<file path="src/rtl/execute_stage_if.sv">
// ID/EX inputs, forwarding sources and EX/MEM outputs of the execute stage.
// The master side is the upstream pipeline/hazard logic; the slave side is the stage.
interface execute_stage_if #(
  parameter int DATA_W = 19,
  parameter int PC_W   = 15,
  parameter int REG_AW = 5
);
  logic              RegWriteE;
  logic              MemWriteE;
  logic              JumpE;
  logic [1:0]        BranchE;
  logic              ALUSrcE;
  logic              ResultSrcE;
  logic [2:0]        ALUControlE;
  logic [DATA_W-1:0] RD1E;
  logic [DATA_W-1:0] RD2E;
  logic [DATA_W-1:0] ImmExtE;
  logic [PC_W-1:0]   PCE;
  logic [REG_AW-1:0] RDE;
  logic              Cant_ByteE;
  logic [1:0]        ForwardAE;
  logic [1:0]        ForwardBE;
  logic [DATA_W-1:0] ResultW;

  logic              BusyE;
  logic              PCSrcE;
  logic [PC_W-1:0]   PCTargetE;
  logic              RegWriteM;
  logic              MemWriteM;
  logic              ResultSrcM;
  logic              Cant_ByteM;
  logic [DATA_W-1:0] ALUResultM;
  logic [DATA_W-1:0] WriteDataM;
  logic [REG_AW-1:0] RdM;

  modport master (
    output RegWriteE, MemWriteE, JumpE, BranchE, ALUSrcE, ResultSrcE, ALUControlE,
           RD1E, RD2E, ImmExtE, PCE, RDE, Cant_ByteE, ForwardAE, ForwardBE, ResultW,
    input  BusyE, PCSrcE, PCTargetE, RegWriteM, MemWriteM, ResultSrcM, Cant_ByteM,
           ALUResultM, WriteDataM, RdM
  );

  modport slave (
    input  RegWriteE, MemWriteE, JumpE, BranchE, ALUSrcE, ResultSrcE, ALUControlE,
           RD1E, RD2E, ImmExtE, PCE, RDE, Cant_ByteE, ForwardAE, ForwardBE, ResultW,
    output BusyE, PCSrcE, PCTargetE, RegWriteM, MemWriteM, ResultSrcM, Cant_ByteM,
           ALUResultM, WriteDataM, RdM
  );
endinterface

</file>
<file path="src/rtl/execute_stage.sv">
// Execute stage of the 19-bit 5-stage pipeline: forwarding muxes, ALU, branch
// resolution, iterative shift-add multiplier and the EX/MEM pipeline register.
module execute_stage #(
  parameter int DATA_W   = 19,
  parameter int PC_W     = 15,
  parameter int REG_AW   = 5,
  parameter int MUL_BITS = 19
) (
  input logic            clk,
  input logic            reset,
  execute_stage_if.slave ex
);
  localparam int                CNT_W    = $clog2(MUL_BITS);
  localparam logic [CNT_W-1:0]  CNT_LAST = CNT_W'(MUL_BITS - 1);

  localparam logic [0:0] S_IDLE = 1'b0;
  localparam logic [0:0] S_MUL  = 1'b1;

  localparam logic [2:0] OP_ADD = 3'b000;
  localparam logic [2:0] OP_SUB = 3'b001;
  localparam logic [2:0] OP_AND = 3'b010;
  localparam logic [2:0] OP_OR  = 3'b011;
  localparam logic [2:0] OP_XOR = 3'b100;
  localparam logic [2:0] OP_SLL = 3'b101;
  localparam logic [2:0] OP_SRL = 3'b110;
  localparam logic [2:0] OP_MUL = 3'b111;

  // Shifts by DATA_W or more clear the operand instead of wrapping.
  function automatic logic [DATA_W-1:0] f_shl(input logic [DATA_W-1:0] a, input logic [4:0] sh);
    if (int'(sh) >= DATA_W) return '0;
    return a << sh;
  endfunction

  function automatic logic [DATA_W-1:0] f_shr(input logic [DATA_W-1:0] a, input logic [4:0] sh);
    if (int'(sh) >= DATA_W) return '0;
    return a >> sh;
  endfunction

  logic [0:0]              r_state;
  logic [CNT_W-1:0]        r_cnt;
  logic [DATA_W-1:0]       r_mcand;
  logic [DATA_W-1:0]       r_mplier;
  logic [DATA_W-1:0]       r_prod;
  logic                    r_rw;
  logic                    r_mw;
  logic                    r_rs;
  logic                    r_cb;
  logic [REG_AW-1:0]       r_rd;
  logic [DATA_W-1:0]       r_wd;

  logic [DATA_W-1:0]       w_srca;
  logic [DATA_W-1:0]       w_fwdb;
  logic [DATA_W-1:0]       w_srcb;
  logic [DATA_W-1:0]       w_alu;
  logic signed [DATA_W-1:0] w_a_s;
  logic signed [DATA_W-1:0] w_b_s;
  logic                    w_cond;
  logic                    w_is_mul;
  logic                    w_mul_last;
  logic [DATA_W-1:0]       w_addend;
  logic [DATA_W-1:0]       w_prod_next;

  // Operand forwarding: 01 takes writeback, 10 takes the EX/MEM result.
  always_comb begin
    case (ex.ForwardAE)
      2'b01:   w_srca = ex.ResultW;
      2'b10:   w_srca = ex.ALUResultM;
      default: w_srca = ex.RD1E;
    endcase
    case (ex.ForwardBE)
      2'b01:   w_fwdb = ex.ResultW;
      2'b10:   w_fwdb = ex.ALUResultM;
      default: w_fwdb = ex.RD2E;
    endcase
    w_srcb = ex.ALUSrcE ? ex.ImmExtE : w_fwdb;
  end

  // Single-cycle ALU; MUL goes through the iterative path instead.
  always_comb begin
    w_alu = '0;
    case (ex.ALUControlE)
      OP_ADD:  w_alu = w_srca + w_srcb;
      OP_SUB:  w_alu = w_srca - w_srcb;
      OP_AND:  w_alu = w_srca & w_srcb;
      OP_OR:   w_alu = w_srca | w_srcb;
      OP_XOR:  w_alu = w_srca ^ w_srcb;
      OP_SLL:  w_alu = f_shl(w_srca, w_srcb[4:0]);
      OP_SRL:  w_alu = f_shr(w_srca, w_srcb[4:0]);
      default: w_alu = '0;
    endcase
  end

  assign w_a_s = w_srca;
  assign w_b_s = w_fwdb;

  // Branch conditions compare the two forwarded register operands.
  always_comb begin
    case (ex.BranchE)
      2'b01:   w_cond = (w_srca == w_fwdb);
      2'b10:   w_cond = (w_srca != w_fwdb);
      2'b11:   w_cond = (w_a_s < w_b_s);
      default: w_cond = 1'b0;
    endcase
  end

  assign w_is_mul    = (ex.ALUControlE == OP_MUL);
  assign w_mul_last  = (r_state == S_MUL) && (r_cnt == CNT_LAST);
  assign w_addend    = r_mplier[0] ? r_mcand : '0;
  assign w_prod_next = r_prod + w_addend;

  assign ex.PCTargetE = ex.PCE + ex.ImmExtE[PC_W-1:0];
  assign ex.PCSrcE    = ~reset & (r_state == S_IDLE) & (ex.JumpE | w_cond);
  assign ex.BusyE     = ~reset & (((r_state == S_IDLE) & w_is_mul) |
                                  ((r_state == S_MUL) & (r_cnt != CNT_LAST)));

  // Multiplier FSM: latch operands and controls on entry, one shift-add per cycle.
  always_ff @(posedge clk or posedge reset) begin
    if (reset) begin
      r_state  <= S_IDLE;
      r_cnt    <= '0;
      r_mcand  <= '0;
      r_mplier <= '0;
      r_prod   <= '0;
      r_rw     <= 1'b0;
      r_mw     <= 1'b0;
      r_rs     <= 1'b0;
      r_cb     <= 1'b0;
      r_rd     <= '0;
      r_wd     <= '0;
    end else begin
      case (r_state)
        S_IDLE: begin
          if (w_is_mul) begin
            r_state  <= S_MUL;
            r_cnt    <= '0;
            r_prod   <= '0;
            r_mcand  <= w_srca;
            r_mplier <= w_srcb;
            r_rw     <= ex.RegWriteE;
            r_mw     <= ex.MemWriteE;
            r_rs     <= ex.ResultSrcE;
            r_cb     <= ex.Cant_ByteE;
            r_rd     <= ex.RDE;
            r_wd     <= w_fwdb;
          end
        end
        default: begin
          if (w_mul_last) begin
            r_state <= S_IDLE;
          end else begin
            r_cnt    <= r_cnt + CNT_W'(1);
            r_prod   <= w_prod_next;
            r_mcand  <= r_mcand << 1;
            r_mplier <= r_mplier >> 1;
          end
        end
      endcase
    end
  end

  // EX/MEM register: ALU result, final product, or a zeroed bubble while MUL runs.
  always_ff @(posedge clk or posedge reset) begin
    if (reset) begin
      ex.RegWriteM  <= 1'b0;
      ex.MemWriteM  <= 1'b0;
      ex.ResultSrcM <= 1'b0;
      ex.Cant_ByteM <= 1'b0;
      ex.ALUResultM <= '0;
      ex.WriteDataM <= '0;
      ex.RdM        <= '0;
    end else if (w_mul_last) begin
      ex.RegWriteM  <= r_rw;
      ex.MemWriteM  <= r_mw;
      ex.ResultSrcM <= r_rs;
      ex.Cant_ByteM <= r_cb;
      ex.ALUResultM <= w_prod_next;
      ex.WriteDataM <= r_wd;
      ex.RdM        <= r_rd;
    end else if ((r_state == S_MUL) || w_is_mul) begin
      ex.RegWriteM  <= 1'b0;
      ex.MemWriteM  <= 1'b0;
      ex.ResultSrcM <= 1'b0;
      ex.Cant_ByteM <= 1'b0;
      ex.ALUResultM <= '0;
      ex.WriteDataM <= '0;
      ex.RdM        <= '0;
    end else begin
      ex.RegWriteM  <= ex.RegWriteE;
      ex.MemWriteM  <= ex.MemWriteE;
      ex.ResultSrcM <= ex.ResultSrcE;
      ex.Cant_ByteM <= ex.Cant_ByteE;
      ex.ALUResultM <= w_alu;
      ex.WriteDataM <= w_fwdb;
      ex.RdM        <= ex.RDE;
    end
  end
endmodule
</file>
<file path="src/flat_wrapper.sv">
// flat-port wrapper written by rule: the top's interface ports become plain ports
module execute_stage_flat 
#(
  parameter int DATA_W   = 19,
  parameter int PC_W     = 15,
  parameter int REG_AW   = 5,
  parameter int MUL_BITS = 19
)
  (clk, reset, ex_RegWriteE, ex_MemWriteE, ex_JumpE, ex_BranchE, ex_ALUSrcE, ex_ResultSrcE, ex_ALUControlE, ex_RD1E, ex_RD2E, ex_ImmExtE, ex_PCE, ex_RDE, ex_Cant_ByteE, ex_ForwardAE, ex_ForwardBE, ex_ResultW, ex_BusyE, ex_PCSrcE, ex_PCTargetE, ex_RegWriteM, ex_MemWriteM, ex_ResultSrcM, ex_Cant_ByteM, ex_ALUResultM, ex_WriteDataM, ex_RdM);
  execute_stage_if #(.DATA_W(DATA_W), .PC_W(PC_W), .REG_AW(REG_AW)) ex_i ();
  input logic clk;
  input logic reset;
  input wire logic [$bits(ex_i.RegWriteE)-1:0] ex_RegWriteE;
  input wire logic [$bits(ex_i.MemWriteE)-1:0] ex_MemWriteE;
  input wire logic [$bits(ex_i.JumpE)-1:0] ex_JumpE;
  input wire logic [$bits(ex_i.BranchE)-1:0] ex_BranchE;
  input wire logic [$bits(ex_i.ALUSrcE)-1:0] ex_ALUSrcE;
  input wire logic [$bits(ex_i.ResultSrcE)-1:0] ex_ResultSrcE;
  input wire logic [$bits(ex_i.ALUControlE)-1:0] ex_ALUControlE;
  input wire logic [$bits(ex_i.RD1E)-1:0] ex_RD1E;
  input wire logic [$bits(ex_i.RD2E)-1:0] ex_RD2E;
  input wire logic [$bits(ex_i.ImmExtE)-1:0] ex_ImmExtE;
  input wire logic [$bits(ex_i.PCE)-1:0] ex_PCE;
  input wire logic [$bits(ex_i.RDE)-1:0] ex_RDE;
  input wire logic [$bits(ex_i.Cant_ByteE)-1:0] ex_Cant_ByteE;
  input wire logic [$bits(ex_i.ForwardAE)-1:0] ex_ForwardAE;
  input wire logic [$bits(ex_i.ForwardBE)-1:0] ex_ForwardBE;
  input wire logic [$bits(ex_i.ResultW)-1:0] ex_ResultW;
  output wire logic [$bits(ex_i.BusyE)-1:0] ex_BusyE;
  output wire logic [$bits(ex_i.PCSrcE)-1:0] ex_PCSrcE;
  output wire logic [$bits(ex_i.PCTargetE)-1:0] ex_PCTargetE;
  output wire logic [$bits(ex_i.RegWriteM)-1:0] ex_RegWriteM;
  output wire logic [$bits(ex_i.MemWriteM)-1:0] ex_MemWriteM;
  output wire logic [$bits(ex_i.ResultSrcM)-1:0] ex_ResultSrcM;
  output wire logic [$bits(ex_i.Cant_ByteM)-1:0] ex_Cant_ByteM;
  output wire logic [$bits(ex_i.ALUResultM)-1:0] ex_ALUResultM;
  output wire logic [$bits(ex_i.WriteDataM)-1:0] ex_WriteDataM;
  output wire logic [$bits(ex_i.RdM)-1:0] ex_RdM;
  assign ex_i.RegWriteE = ex_RegWriteE;
  assign ex_i.MemWriteE = ex_MemWriteE;
  assign ex_i.JumpE = ex_JumpE;
  assign ex_i.BranchE = ex_BranchE;
  assign ex_i.ALUSrcE = ex_ALUSrcE;
  assign ex_i.ResultSrcE = ex_ResultSrcE;
  assign ex_i.ALUControlE = ex_ALUControlE;
  assign ex_i.RD1E = ex_RD1E;
  assign ex_i.RD2E = ex_RD2E;
  assign ex_i.ImmExtE = ex_ImmExtE;
  assign ex_i.PCE = ex_PCE;
  assign ex_i.RDE = ex_RDE;
  assign ex_i.Cant_ByteE = ex_Cant_ByteE;
  assign ex_i.ForwardAE = ex_ForwardAE;
  assign ex_i.ForwardBE = ex_ForwardBE;
  assign ex_i.ResultW = ex_ResultW;
  assign ex_BusyE = ex_i.BusyE;
  assign ex_PCSrcE = ex_i.PCSrcE;
  assign ex_PCTargetE = ex_i.PCTargetE;
  assign ex_RegWriteM = ex_i.RegWriteM;
  assign ex_MemWriteM = ex_i.MemWriteM;
  assign ex_ResultSrcM = ex_i.ResultSrcM;
  assign ex_Cant_ByteM = ex_i.Cant_ByteM;
  assign ex_ALUResultM = ex_i.ALUResultM;
  assign ex_WriteDataM = ex_i.WriteDataM;
  assign ex_RdM = ex_i.RdM;
  execute_stage #(.DATA_W(DATA_W), .PC_W(PC_W), .REG_AW(REG_AW), .MUL_BITS(MUL_BITS)) u_core (.clk(clk), .reset(reset), .ex(ex_i));
endmodule
</file>
<file path="config.mk">
export PLATFORM = sky130hd
export DESIGN_NAME = execute_stage_flat
export DESIGN_NICKNAME = d
export VERILOG_FILES = /design/src/rtl/execute_stage_if.sv /design/src/rtl/execute_stage.sv /design/src/flat_wrapper.sv
export SDC_FILE = /design/constraint.sdc
export NUM_CORES = 1
export LEC_CHECK = 0
export ABC_AREA = 1
export CAP_MARGIN = 5
export CORE_ASPECT_RATIO = 1.1
export CORE_MARGIN = 8
export CORE_UTILIZATION = 61
export DETAILED_ROUTE_END_ITERATION = 10
export PLACE_DENSITY_LB_ADDON = 0.08
export SYNTH_ARGS = -nofsm -noshare
export SYNTH_HDL_FRONTEND = slang
export SYNTH_SLANG_ARGS = --single-unit
</file>
<file path="constraint.sdc">
create_clock -name clk -period 17.2 [get_ports clk]
set_input_delay 4.3 -clock clk [delete_from_list [all_inputs] [get_ports clk]]
set_output_delay 4.3 -clock clk [all_outputs]
set_load 0.005 [all_outputs]
</file>
; ---- After elaboration in Yosys (flattened, before gate mapping)
; Index checks and enable logic that the tools add are counted.
; W data, S select, Z words.
[word_totals]
reg_bits = 138
elab_cells = 105
in_bits = 113
[op_classes]
shift = 2
add_sub_neg = 5
muxes = 41
eq_ne = 19
n_lt_le_gt_ge = 2
reduce_logical = 6
bitwise_logic = 12
[op_table]
columns = cell, n
row1 = $mux W19, 18
row2 = $pmux W19 S7, 1
row3 = $pmux W19 S2, 2
row4 = $add A19 B19 Y19, 2
row5 = $mux W5, 5
row6 = $and A19 B19 Y19, 1
row7 = $eq A19 B19 Y1, 1
row8 = $lt A19 B19 Y1, 1
row9 = $ne A19 B19 Y1, 1
row10 = $or A19 B19 Y19, 1
row11 = $shl A19 B5 Y19, 1
row12 = $shr A19 B5 Y19, 1
row13 = $sub A19 B19 Y19, 1
row14 = $xor A19 B19 Y19, 1
row15 = $add A15 B15 Y15, 1
row16 = $mux W1, 14
row17 = $eq A3 B3 Y1 const B, 4
row18 = $eq A2 B2 Y1 const B, 4
row19 = $eq A2 B1 Y1 const B, 3
row20 = $eq A3 B2 Y1 const B, 2
row21 = $add A5 B1 Y5 const B, 1
row22 = $and A1 B1 Y1, 5
row23 = $eq A5 B5 Y1 const B, 1
row24 = $ge A5 B5 Y1 const B, 1
row25 = other kinds (11), 14

; ---- Longest topological paths before layout
; Gate-level depths: netlist of run 1.
[logic_depth]
word_depth = 10
mapped_depth = 30
mapped_depth_nobuf = 29

; ---- Worst setup path after synthesis of run 1
; Ideal clock, no wire load.
[synth_timing]
path_kind = input-to-output
start = input port reset
end = output port ex_PCSrcE
cell_stages = 3
path_buffers = 0
setup_slack_ps = 5401
arrival_time_ps = 7499
cell_sequence = inv_1 -> nand2_1 -> nor2_1
[synth_between]
elab_chain_cells = 3
[synth_lines]
columns = element, line_no
row1 = start: declaration, flat_wrapper.sv:12  ; input logic reset;
row2 = $not A1 Y1, execute_stage.sv:112  ; assign ex.PCSrcE = ~reset & (r_state == S_IDLE) & (ex.JumpE | w_cond);
row3 = $and A1 B1 Y1 (2 in a row), execute_stage.sv:112
row4 = end: declaration, flat_wrapper.sv:30  ; output wire logic [$bits(ex_i.PCSrcE)-1:0] ex_PCSrcE;
; Every way passes these cells.

; ---- Final worst setup path of run 1
[layout_timing]
start = input port ex_ForwardAE[0]
end = output port ex_PCSrcE
[layout_between]
elab_chain_cells = 6
[layout_lines]
columns = element, line_no
row1 = start: declaration, flat_wrapper.sv:26  ; input wire logic [$bits(ex_i.ForwardAE)-1:0] ex_ForwardAE;
row2 = $eq A2 B2 Y1 or $eq A2 B1 Y1 (tied branches), execute_stage.sv:65  ; case (ex.ForwardAE)
row3 = $pmux W19 S2 (*), execute_stage.sv:65
row4 = $lt A19 B19 Y1 (tied with other cells), execute_stage.sv:101  ; 2'b11: w_cond = (w_a_s < w_b_s);
row5 = $pmux W1 S3 (*), execute_stage.sv:98  ; case (ex.BranchE)
row6 = $or A1 B1 Y1 (*), execute_stage.sv:112
row7 = $and A1 B1 Y1 (*), execute_stage.sv:112
; Every way passes the cells marked *; elsewhere a longest branch is shown, timed or not.

==> out/qor.yml, run 1 <==
finalPower_w: 0.00201
synth_largest_area_cell: "dfrtp_1"
r2r_cells: 24
portBuffers: 176
grt_max_degree: 86
dr_total_vias: 15072
async_flop_share: 1.00
max_stage_delay_ns: 0.78
yosys_warnings: 0
cts_made_buffers: 17
insertion_delay_ns: 0.44
hold_viol: 0
grt.total_usage: 0.415
setup_violations: 0
syn-instance-count: 1937
placedCellCount: 2309
rr_endpoint: "u_core.ex.ALUResultM[12]"
final_common_cell: "nand2_1"
viasPerCell: 6.44
worstSetupPathType: "input port to primary output"
worst-path-stages: 15
startpoint_type: "input port"
routed_wirelength_um: 54700
area.growth.synth_to_final_pct: 18.7
slew_headroom: 0.274
routedWlPerCell_um: 23.4
row_count: 56
die_area_mm2: 0.0261
p_leak_nw: 7.55
remaining_drc_errors: 0
crit_end: "ex_PCSrcE"
cp_common_cell: "inv_1"
netlist_area_mm2: 0.0129
grt_pass1_wl_um: 82600
cp-startpoint: "ex_ForwardAE[0]"
hpwlAfterDp_um: 42300
crit_path_top_delay_cell: "inv_1"
grt-ovfl-total: 0
clock_path_buffers: 2
rrSetupSlack_ns: 12.47
crit_family: "buffers and inverters"
synth_edf_count: 0
start_util: 0.614
grt_pass1_vias: 14318
post-cts-setup-buffers: 0
cts_resized: 0
clock-sinks: 138
pre_cts_slack_ns: 4.45
mostFrequentLayoutCells: "nand2_1 (606), o21ai_0 (207), nand3_1 (176), clkdlybuf4s50_1 (176), inv_1 (150)"
dr.pass1.iters: 8
cts.htree.levels: 4
synth_area_leaders: "dfrtp_1 (27%), nand2_1 (18%), ha_1 (11%), o21ai_0 (8.0%), nand3_1 (6.8%)"
grt_setup_unrepaired: "no"
crit-reg2reg-launch: "u_core.ex.ALUResultM[1]"
crit_arrival_ns: 8.56
max_freq_mhz: 77.8
ant_nets: 0
drt_iter0_drc: 2203
endpoint_kind: "primary output"
nFillCells: 1703
place_congestion: 1.09
path_cells: "clkdlybuf4s50_1 > inv_1 > ha_1 > inv_1 > nand3_1 > o21ai_0 > inv_1 > ha_1 > nand4_1 > nor4b_1 > nand2_1 > mux2_2 > a21oi_1 > nor2_1 > clkdlybuf4s50_1"
maxCapViolCount: 0
finalMaxSlewViolations: 0
coreArea_mm2: 0.0210
whs_ns: 0.487
status: "finished clean"
antenna_found_initial: 1
seq_area_frac_synth: 0.268
fin_crit_ns: 12.86
tightest_slew_ns: 1.09
drive_above_1_share: 0.0471
cts_tree: "done"
yosys.area.top_type_share: 0.268
final_net_count: 2299
avgSynthCellArea_um2: 6.66
ctsHoldBuffers: 0
clk_pin_slew_worst_paths_ns: 0.07
synth-seq-cells: 138
vdd_drop_max_uv: 131
clock-skew-final_ns: 0.0138
die_w_um: 155
tns_ns: 0
io_pins: 177
hold_path_class: "register to register"
clockRootBuffer: "clkbuf_16"
die_height_um: 169
required_ns: 12.90
synth.net_count: 2169
critPathBufInv: 5
synth.distinct_cells: 56
cp_max_fo: 38
final.period_utilization: 0.748
synth-main-ff-cell: "dfrtp_1"
p_per_area_mw_per_mm2: 131
layout.cells.non_filler: 2342
setup_ws_ns: 4.34
-- routing by layer --
layer,vias to the layer above,global-route usage,share of wire
met4,0,0.277,0.073
met3,221,0.0982,0.12
met5,-,0,0
li1,6733,-,-
met2,1150,0.644,0.44
met1,6968,0.507,0.37
-- Yosys cell counts, types with 8 or more instances --
cell type / n
clkbuf_1: 41
nand2_2: 8
buf_2: 26
ha_1: 116
dfrtp_1: 138
nand3_1: 176
o21ai_0: 207
nand2_1: 606
xor2_1: 37
nor2_1: 110
nor3_1: 22
a21oi_1: 88
a22o_1: 10
inv_1: 151
or2_1: 10
a221oi_1: 13
nand4_1: 23
a21boi_0: 13
o21ai_1: 22
-- cell families (layout without fill, tap and decap cells) --
group	after synthesis	after routing	synth area share
simple gates	992	992	0.329
other cells	0	1	0
xor+xnor	42	42	0.0285
mux	1	1	0.000873
flops	138	138	0.268
compound gates	403	403	0.178
buf+inv	242	385	0.0782
fa+ha+maj	119	119	0.117
-- worst min path at each step --
stage / end / startpoint / slack (ns) / cells past startpoint
after CTS: u_core.ex.WriteDataM[13] / u_core.r_wd[13] / 0.49 / 2
after global routing: u_core.r_prod[4] / u_core.r_prod[4] / 0.51 / 1
after global placement: u_core.r_wd[7] / u_core.r_wd[7] / 0.47 / 2
final: u_core.r_prod[13] / u_core.r_prod[13] / 0.49 / 2
after floorplan: u_core.r_prod[11] / u_core.r_prod[11] / 0.45 / 2
after detailed placement: u_core.r_prod[13] / u_core.r_prod[13] / 0.47 / 2
-- where the power goes --
group | leakage [nW] | switching [W] | internal [W] | total, W
combinational | 5.49 | 0.000705 | 0.000383 | 0.00109
clock | 0.286 | 0.000172 | 0.000210 | 0.000382
sequential | 1.77 | 0.0000863 | 0.000451 | 0.000537
-- sequential cells by signal (all words and copies together), names as in the netlist, 5 cells and up --
name,count
u_core.r_mcand,19
u_core.r_prod,19
u_core.ex.ALUResultM,19
u_core.ex.RdM,5
u_core.r_wd,19
u_core.r_cnt,5
u_core.ex.WriteDataM,19
u_core.r_mplier,19
u_core.r_rd,5
-- through the flow --
| step | utilization | instance area [um2] |
|---|---|---|
| after floorplan | - | 12900 |
| after detailed placement | 0.700 | 14700 |
| final | 0.729 | 15300 |
| after global routing | 0.729 | 15300 |
| after CTS | 0.729 | 15300 |
| after global placement | 0.700 | 14700 |
-- tightest hold or removal path, cell delays in order (launching register included) --
cell and delay, ns:
dfrtp_1 0.35, nand2_1 0.05, nand2_1 0.05
-- final cells by class --
class                           instances  area (um2)  share of cell area
Inverter                              161         617              0.0403
Tap cell                              261         327              0.0213
Timing Repair Buffer                  192        1880               0.123
Multi-Input combinational cell       1557        8440               0.551
Sequential cell                       138        3450               0.225
Clock inverter                         14         151             0.00988
Clock buffer                           18         439              0.0287
Antenna cell                            1        2.50            0.000163
Note: power is estimated with default switching activity, not from simulation.
==> inputs of run 2 (changes only) <==
- CORE_UTILIZATION: 61 -> 57
- clock period: 17.2 -> 13.25 ns (I/O delays scaled with it)
==> run 2 against run 1 <==
Sequential share of layout area fell by 0.075 points. Global-route usage decreased by 2.5 points. Die area is 6.3% higher. Setup slack worse by 2.1 ns. Wire length up 1.3%. Utilization down 3.6 points. Sequential power rose by 30%. Critical path depth is the same. Total power increased by 31%. Cell count is 1.4% higher. First-iteration DRC count decreased by 13%. Highest routed layer unchanged. Combinational power is 31% higher. Critical endpoint unchanged.
==> out/qor.yml, run 2 (same netlist as run 1, synthesis figures left out) <==
layout.cells.non_filler: 2375  # was 2,342
grt-ovfl-total: 0  # unchanged
cts_made_buffers: 17  # unchanged
cts_resized: 0  # unchanged
required_ns: 9.94  # was 12.90 ns
die_area_mm2: 0.0277  # was 0.0261 mm2
startpoint_type: "input port"  # unchanged
maxCapViolCount: 0  # unchanged
final.period_utilization: 0.830
die_height_um: 174  # was 169 um
tns_ns: 0  # unchanged
worstSetupPathType: "input port to primary output"  # unchanged
tightest_slew_ns: 1.10  # was 1.09 ns
cts_tree: "done"  # unchanged
dr_total_vias: 15007  # was 15.1k
viasPerCell: 6.32  # was 6.44
hold_viol: 0  # unchanged
drt-met1-wl_um: 20600  # was 20,000 um
max_freq_mhz: 90.9
hold_path_class: "register to register"  # unchanged
io_pins: 177  # unchanged
crit_arrival_ns: 7.69  # was 8.56 ns
clk_pin_slew_worst_paths_ns: 0.07  # about the same
antenna_found_initial: 1  # unchanged
whs_ns: 0.486  # was 0.487 ns
grt_setup_unrepaired: "no"  # unchanged
area.growth.synth_to_final_pct: 19.1  # was 18.7%
remaining_drc_errors: 0  # unchanged
route.met3.wl_um: 6680  # was 6760 um
vdd_drop_max_uv: 171  # was 131 uV
dr.pass1.iters: 7  # was 8
cp_max_fo: 38  # unchanged
placedCellCount: 2343  # was 2,309
clockRootBuffer: "clkbuf_16"  # unchanged
start_util: 0.582  # was 0.614
drive_above_1_share: 0.0471  # unchanged
slew_headroom: 0.266  # was 0.274
clock-sinks: 138  # unchanged
portBuffers: 176  # unchanged
fin_crit_ns: 11.00
mostFrequentLayoutCells: "nand2_1 (606), o21ai_0 (207), nand3_1 (176), clkdlybuf4s50_1 (176), inv_1 (150)"  # unchanged
grt_pass1_vias: 14565  # was 14.3k
clock_path_buffers: 2  # unchanged
place_congestion: 1.08  # was 1.09
grt.total_usage: 0.390  # was 0.415
cts.htree.levels: 4  # unchanged
p_leak_nw: 7.56  # was 7.55 nW
final_net_count: 2299  # unchanged
endpoint_kind: "primary output"  # unchanged
setup_ws_ns: 2.25  # was 4.34 ns
ant_nets: 0  # unchanged
finalPower_w: 0.00263  # was 0.00201 W
clock-skew-final_ns: 0.0124  # was 0.0138 ns
hpwlAfterDp_um: 42900  # was 42,300 um
setup_violations: 0  # unchanged
finalMaxSlewViolations: 0  # unchanged
grt_pass1_wl_um: 84000  # was 82,600 um
status: "finished clean"  # unchanged
post-cts-setup-buffers: 0  # unchanged
p_per_area_mw_per_mm2: 171  # was 131 mW/mm2
die_w_um: 159  # was 155 um
diodes: 0  # was 1
highest_layer: "met4"  # unchanged
dr_wl_met2_um: 24200  # was 24,000 um
pre_cts_slack_ns: 2.38  # was 4.45 ns
drt_iter0_drc: 1919  # was 2,203
routed_wirelength_um: 55400  # was 54,700 um
ctsHoldBuffers: 0  # unchanged
routedWlPerCell_um: 23.3  # was 23.4 um
row_count: 57  # was 56
insertion_delay_ns: 0.44  # about the same
grt_max_degree: 87  # was 86
final_common_cell: "nand2_1"  # unchanged
coreArea_mm2: 0.0222  # was 0.0210 mm2
-- run 2: cell count changes in the layout (fill, tap and decap cells not counted) --
cell / delta
inv_6: -1
inv_8: +1
clkinv_8: +2
clkinvlp_4: -2
clkbuf_8: -1
diode_2: -1
clkinv_2: +1
-- run 2: path summary, 6_finish.rpt --
path	endpoint	from	slack, ns	cells after the start
max	ex_PCSrcE	ex_ForwardAE[0]	2.25	15
min	u_core.ex.WriteDataM[7]	u_core.r_wd[7]	0.49	2
max reg2reg	u_core.ex.ALUResultM[12]	u_core.ex.ALUResultM[2]	8.63	26
min reg2reg	u_core.ex.WriteDataM[7]	u_core.r_wd[7]	0.49	2
max in group asynchronous	u_core.r_wd[1]	reset	8.57	3
min in group asynchronous	u_core.r_prod[13]	reset	3.44	2
-- run 2: per-stage QoR --
stage               area [um2]  utilization
floorplan                12900            -
global placement         14800        0.666
detailed placement       14800        0.666
CTS                      15400        0.693
global route             15400        0.693
finish                   15400        0.693
-- run 2: layout make-up --
| class | count | area [um2] |
|---|---|---|
| Multi-Input combinational cell | 1557 | 8440 |
| Fill cell | 1884 | 6810 |
| Tap cell | 295 | 369 |
| Clock buffer | 17 | 425 |
| Inverter | 161 | 617 |
| Clock inverter | 15 | 176 |
| Sequential cell | 138 | 3450 |
| Timing Repair Buffer | 192 | 1880 |
-- run 2: worst max-delay path, stage by stage --
cell,delay (ns)
clkdlybuf4s50_1,0.50
inv_1,0.06
ha_1,0.29
inv_1,0.79
nand3_1,0.15
o21ai_1,0.30
inv_1,0.25
ha_1,0.40
nand2_1,0.12
nor4b_1,0.34
nand2_1,0.10
mux2_2,0.28
a21oi_1,0.25
nor2_1,0.07
clkdlybuf4s50_1,0.45
-- run 2: power breakdown --
part / internal, W / switching (W)
Sequential: 0.000585 / 0.000114
Combinational: 0.000496 / 0.000930
Clock: 0.000271 / 0.000232
-- run 2: layer usage --
layer | global-route usage | vias up
met2 | 0.608 | 1073
met4 | 0.253 | 0
met1 | 0.464 | 6982
li1 | - | 6724
met5 | 0 | -
met3 | 0.111 | 228
